## config.mk

```make
export PLATFORM = sky130hd
export DESIGN_NAME = cache_controller
export DESIGN_NICKNAME = d
export VERILOG_FILES = /design/src/rtl/cache_controller.sv
export SDC_FILE = /design/constraint.sdc
export NUM_CORES = 2
export LEC_CHECK = 0
export BUFFER_PORTS_ARGS = -buffer_cell sky130_fd_sc_hd__buf_2
export CAP_MARGIN = 20
export CORE_UTILIZATION = 40
export DETAILED_ROUTE_END_ITERATION = 6
export SYNTH_ARGS = -nofsm -noshare
export SYNTH_HDL_FRONTEND = slang
export SYNTH_SLANG_ARGS = --single-unit
```

## constraint.sdc

```tcl
create_clock -name clock -period 12 [get_ports clock]
set_clock_uncertainty 0.05 [all_clocks]
set_input_delay 2.4 -clock clock [delete_from_list [all_inputs] [get_ports clock]]
set_output_delay 2.4 -clock clock [all_outputs]
set_load 0.05 [all_outputs]
```

## src/rtl/cache_controller.sv

```systemverilog
// cache_controller: direct-mapped, write-through, no-write-allocate cache
// sitting between the CPU load/store port and a 4-word-burst data memory.
// Read hits complete combinationally. Read misses fetch the whole aligned
// line in one 128-bit transfer. Stores always go to memory and also update
// the cached word when the line is resident.
// Optional feature: define CACHE_STATS_EN to add saturating hit_count and
// miss_count outputs.
module cache_controller #(
  parameter int NUM_LINES = 16
) (
  input  logic         clock,
  input  logic         reset,
  input  logic [9:0]   cpu_address,
  input  logic [31:0]  cpu_data_in,
  input  logic         cpu_read,
  input  logic         cpu_write,
  output logic [31:0]  cpu_data_out,
  output logic         cpu_stall,
  output logic [9:0]   mem_address,
  output logic [31:0]  mem_data_out,
  output logic         mem_read_en,
  output logic         mem_write_en,
  input  logic [127:0] mem_data_in,
  input  logic         mem_ready
`ifdef CACHE_STATS_EN
  ,
  output logic [15:0]  hit_count,
  output logic [15:0]  miss_count
`endif
);

  localparam int INDEX_W = $clog2(NUM_LINES);
  localparam int TAG_W   = 8 - INDEX_W;

  localparam logic [1:0] S_IDLE     = 2'd0;
  localparam logic [1:0] S_ALLOCATE = 2'd1;
  localparam logic [1:0] S_WRITE    = 2'd2;

  // Controller state and the latched memory transaction.
  logic [1:0]           state_q, state_d;
  logic [9:0]           mem_address_q, mem_address_d;
  logic [31:0]          mem_data_q, mem_data_d;
  logic                 wr_hit_q, wr_hit_d;

  // Cache arrays. Only the valid bits are reset.
  logic [NUM_LINES-1:0] valid_q;
  logic [TAG_W-1:0]     tag_q  [NUM_LINES];
  logic [3:0][31:0]     data_q [NUM_LINES];

  // CPU-side address decode.
  logic [TAG_W-1:0]     cpu_tag;
  logic [INDEX_W-1:0]   cpu_index;
  logic [1:0]           cpu_offset;
  logic                 hit;

  // Fields of the latched transaction address.
  logic [TAG_W-1:0]     mem_tag;
  logic [INDEX_W-1:0]   mem_index;
  logic [1:0]           mem_offset;

  // Array update strobes and raw (pre-reset-gating) CPU responses.
  logic                 fill_en;
  logic                 wr_update_en;
  logic                 stall_raw;
  logic [31:0]          data_raw;

  assign cpu_tag    = cpu_address[9:2+INDEX_W];
  assign cpu_index  = cpu_address[1+INDEX_W:2];
  assign cpu_offset = cpu_address[1:0];
  assign hit        = valid_q[cpu_index] && (tag_q[cpu_index] == cpu_tag);

  assign mem_tag    = mem_address_q[9:2+INDEX_W];
  assign mem_index  = mem_address_q[1+INDEX_W:2];
  assign mem_offset = mem_address_q[1:0];

  // Next-state logic and CPU response for the IDLE/ALLOCATE/WRITE controller.
  always_comb begin
    // NOTE: every signal gets a default before the case so no latch is inferred.
    state_d       = state_q;
    mem_address_d = mem_address_q;
    mem_data_d    = mem_data_q;
    wr_hit_d      = wr_hit_q;
    fill_en       = 1'b0;
    wr_update_en  = 1'b0;
    stall_raw     = 1'b0;
    data_raw      = 32'h0;
    case (state_q)
      S_IDLE: begin
        if (cpu_write) begin
          // Store wins over a simultaneous load; the load is ignored.
          state_d       = S_WRITE;
          mem_address_d = cpu_address;
          mem_data_d    = cpu_data_in;
          wr_hit_d      = hit;
          stall_raw     = 1'b1;
        end else if (cpu_read) begin
          if (hit) begin
            data_raw = data_q[cpu_index][cpu_offset];
          end else begin
            state_d       = S_ALLOCATE;
            mem_address_d = {cpu_tag, cpu_index, 2'b00};
            stall_raw     = 1'b1;
          end
        end
      end
      S_ALLOCATE: begin
        stall_raw = 1'b1;
        if (mem_ready) begin
          fill_en = 1'b1;
          state_d = S_IDLE;
        end
      end
      S_WRITE: begin
        // The store is accepted in the cycle memory acknowledges it.
        stall_raw = !mem_ready;
        if (mem_ready) begin
          wr_update_en = wr_hit_q;
          state_d      = S_IDLE;
        end
      end
      default: state_d = S_IDLE;
    endcase
  end

  // CPU outputs read as idle while reset is held.
  assign cpu_stall    = reset && stall_raw;
  assign cpu_data_out = reset ? data_raw : 32'h0;

  // Enables come straight from the state so reset drops them at once.
  assign mem_read_en  = (state_q == S_ALLOCATE);
  assign mem_write_en = (state_q == S_WRITE);
  assign mem_address  = mem_address_q;
  assign mem_data_out = mem_data_q;

  // Controller registers and valid bits; reset empties the cache.
  always_ff @(posedge clock or negedge reset) begin
    if (!reset) begin
      state_q       <= S_IDLE;
      mem_address_q <= 10'h0;
      mem_data_q    <= 32'h0;
      wr_hit_q      <= 1'b0;
      valid_q       <= '0;
    end else begin
      // NOTE: sequential state uses non-blocking assignments so every register
      // samples the pre-edge values.
      state_q       <= state_d;
      mem_address_q <= mem_address_d;
      mem_data_q    <= mem_data_d;
      wr_hit_q      <= wr_hit_d;
      if (fill_en) begin
        valid_q[mem_index] <= 1'b1;
      end
    end
  end

  // Tag and data storage: line fill on ALLOCATE completion, word update on a
  // store that hit when it was latched.
  // NOTE: the tag/data arrays have no reset; the valid bits alone qualify them.
  always_ff @(posedge clock) begin
    if (fill_en) begin
      tag_q[mem_index]  <= mem_tag;
      data_q[mem_index] <= mem_data_in;
    end
    if (wr_update_en) begin
      data_q[mem_index][mem_offset] <= mem_data_q;
    end
  end

`ifdef CACHE_STATS_EN
  logic [15:0] hit_count_q;
  logic [15:0] miss_count_q;
  logic        filled_q;
  logic        read_hit_acc;
  logic        miss_start;

  // The hit that completes a refilled read is not a separate cache hit.
  assign read_hit_acc = (state_q == S_IDLE) && !cpu_write && cpu_read && hit && !filled_q;
  assign miss_start   = (state_q == S_IDLE) && !cpu_write && cpu_read && !hit;

  // Saturating hit/miss counters; stores are not counted.
  always_ff @(posedge clock or negedge reset) begin
    if (!reset) begin
      hit_count_q  <= 16'h0;
      miss_count_q <= 16'h0;
      filled_q     <= 1'b0;
    end else begin
      filled_q <= fill_en;
      if (read_hit_acc && (hit_count_q != 16'hFFFF)) begin
        hit_count_q <= hit_count_q + 16'h1;
      end
      if (miss_start && (miss_count_q != 16'hFFFF)) begin
        miss_count_q <= miss_count_q + 16'h1;
      end
    end
  end

  assign hit_count  = hit_count_q;
  assign miss_count = miss_count_q;
`endif

endmodule

```

==> summary.txt <==
Yosys
  – Post-Syn Area per Cell: 24.5 um^2
  – Synth Area in Simple Gates: 1.03%
  – Post-synthesis mux area share: 20.8%
  – Post-Synth XOR/XNOR Area: 0.0518%
  – Post-synthesis compound-gate area fraction: 0.288%
  – Ys flop type: edfxtp_1
  – Post-synth net total: 3632
  – Largest family of logic cells by synthesized area: multiplexers
  – Post-Synth Adder-Cell Area: 0.0592%
  – Async SR Flop Fraction: 2.81%
  – Seq cells post-synth: 2173
  – Post-synthesis sequential area ratio: 76.8%
  – Yosys cell types: 40
  – Post-synth EDFFs: 2112
  – Post-Syn Instances: 3453
  – Post-Syn Area: 84600 um^2
  – Synth Warn #: 0

GRT
  – Initial antenna violation count: 29
  – First-pass GRT wire length: 324 mm
  – Total GRT Usage: 22.1%
  – Global route overflow: 0
  – Largest net degree at the start of global routing: 117
  – Vias in the first global route: 40600

Floorplanning
  – # IOs: 252
  – Die Ht: 462 um
  – Core area: 210000 um^2
  – Initial Util: 40.3%
  – Die area: 213000 um^2
  – Die W: 462 um
  – Row cnt: 168

Finish
  – Register Area: 64900 um^2
  – P&R area growth vs syn: 14.0%
  – # fillers: 17300
  – Layout cell share with drive strength beyond 1: 39.7%
  – Most common cell after layout, fill and taps aside: edfxtp_1
  – NumNets Final: 4006
  – Commonest cells after routing, fill and taps aside: edfxtp_1, mux4_2, buf_2
  – Area of the multi-input gates: 19300 um^2

Clock network
  – CTS tree: built
  – # H-tree levels: 4
  – Clock transition at path regs: 0.07 ns
  – Post-CTS Resized: 0
  – Num CTS Buffers: 205
  – CTS sink cnt: 2173
  – Clock latency on the worst-skew pair: 0.84 ns
  – Root buf cell: clkbuf_16
  – Setup Buffers After CTS: 0
  – Hold_buf cts: 0
  – Max clock buf depth: 3

Route
  – ANT nets after route: 0
  – Routed vias: 39900
  – Final wirelength: 233 mm
  – Vias/cell: 5.85
  – DRT Pass-1 Iters: 6
  – # DRC: 0
  – Routed length per instance: 34.3 um
  – Iteration-0 DRC count of the detailed router: 4604

Pwr
  – Pwr dens: 176 nW/um^2
  – Sequential group share of total power: 52.7%
  – Pwr Total: 17.0 mW
  – P_leak: 30.1 nW
  – P_int: 12.7 mW
  – Net Sw Frac: 25.0%
  – Clock power share: 37.3%
  – Maximum VDD drop: 0.165 mV
  – Sw power: 4.24 mW
  – Gate power share: 9.9%

Worst setup path
  – CP delay by family, top: buffers and inverters
  – WP buf/inv: 4
  – CP max stage delay: 0.84 ns
  – CP max FO: 65
  – CP Cell Sequence: buf_8 -> buf_4 -> buf_4 -> mux4_2 -> mux4_2 -> mux4_2 -> nor2b_1 -> buf_2
  – WP data required: 9.55 ns
  – CP max-delay cell: buf_4
  – CP endpoint kind: output pin
  – Startpoint Class: input port
  – CP arrival: 6.65 ns
  – WS Path Type: input port to output pin
  – Top cell by count, worst path: mux4_2

Placed design
  – Hpwl dp: 130 mm
  – IO buf count: 251
  – GPL Wtd Cong: 0.838

STA
  – Period utilization: 75.8%
  – Max-slew violations: 0
  – Max Fclk: 0.110 GHz
  – Tmin final: 9.10 ns
  – # setup viols final: 0
  – Post-Route Setup TNS: 0 ns
  – Worst Max-Slew Pin Slew: 1.12 ns
  – Final Hold Viols: 0
  – Worst slew margin: 25.5%
  – Unrepaired setup endpoints after global routing: false

Worst hold path
  – Worst hold path type: flip-flop to flip-flop

Flow run
  – Max-cap viol count: 0

Status
  – Status: finished, final reports clean
-- synthesized netlist by cell type (6+ instances only) --
cell type     n  area share (%)
buf_1        23            0.10
nor2_1       83            0.37
nand2_1      13           0.058
inv_1         6           0.027
mux2_4        7            0.12
mux4_2      682              18
a211oi_1      7           0.062
or2_2        16            0.12
mux2i_1      21            0.25
dfrtp_1      61             1.8
nor2b_1      40            0.30
a211oi_2      8            0.12
buf_2        84            0.50
edfxtp_1   2112              75
mux2_2      162             2.2
clkbuf_1     72            0.32
nand3_1      10           0.059
-- metrics by stage --
| stage | utilization, % | area, um^2 | hold WS, ns | instances | setup WS [ns] |
|---|---|---|---|---|---|
| detailed placement | 42.9 | 89900 | 0.399 | 6425 | 2.92 |
| global placement | 42.9 | 89900 | 0.396 | 6425 | 2.92 |
| global route | 46.0 | 96500 | 0.428 | 6811 | 2.84 |
| floorplan | - | 84600 | 0.384 | 3453 | 4.48 |
| CTS | 46.0 | 96500 | 0.415 | 6807 | 2.93 |
| finish | 46.0 | 96500 | 0.414 | 6816 | 2.90 |
-- metal layers --
metal / GRT usage [%] / wire [um]
met5: 0 / 41
met4: 7.79 / 8670
met3: 3.14 / 15000
met2: 36.6 / 116000
met1: 30.1 / 94100
-- power by group through the flow --
stage	registers [mW]	logic (mW)	clock network, mW
after global placement	9.11	1.67	0
after CTS	8.96	1.69	6.43
after floorplan	9.16	0.787	0
final	8.96	1.68	6.34
after global routing	8.98	1.75	6.70
after detailed placement	9.12	1.69	0
-- state kept, by name, summed over array words and instances, names as in the netlist --
name and cells:
data_q 2048, tag_q 64, mem_data_out 32, valid_q 16
mem_address 10, state_q 2, wr_hit_q 1
-- final cells by class --
cell class | count | share of cell area [%]
Antenna cell | 9 | 0.0233
Clock inverter | 121 | 1.10
Inverter | 6 | 0.0233
Sequential cell | 2173 | 67.3
Multi-Input combinational cell | 1088 | 20.0
Clock buffer | 261 | 5.64
Tap cell | 2805 | 3.64
Timing Repair Buffer | 353 | 2.23
-- path summary, 6_finish.rpt --
check | startpoint | end | slack (ns) | depth (start not counted)
setup / recovery | cpu_address[3] | cpu_data_out[2] | 2.90 | 8
max in group asynchronous | reset | mem_data_out[14] | 9.38 | 2
hold / removal | valid_q[8] | valid_q[8] | 0.41 | 1
min in group asynchronous | reset | mem_data_out[27] | 1.36 | 1
setup reg to reg | state_q[0] | data_q[8][80] | 7.93 | 9
hold reg to reg | valid_q[8] | valid_q[8] | 0.41 | 1
-- cells by family after synthesis --
group                    after synthesis
XOR/XNOR                               5
buffers and inverters                192
AND/OR/NAND/NOR                      178
adder cells (fa/ha/maj)                4
AO/OA/AOI/OAI                         26
multiplexers                         875
flip-flops                          2173
(Power assumes the default switching activity.)
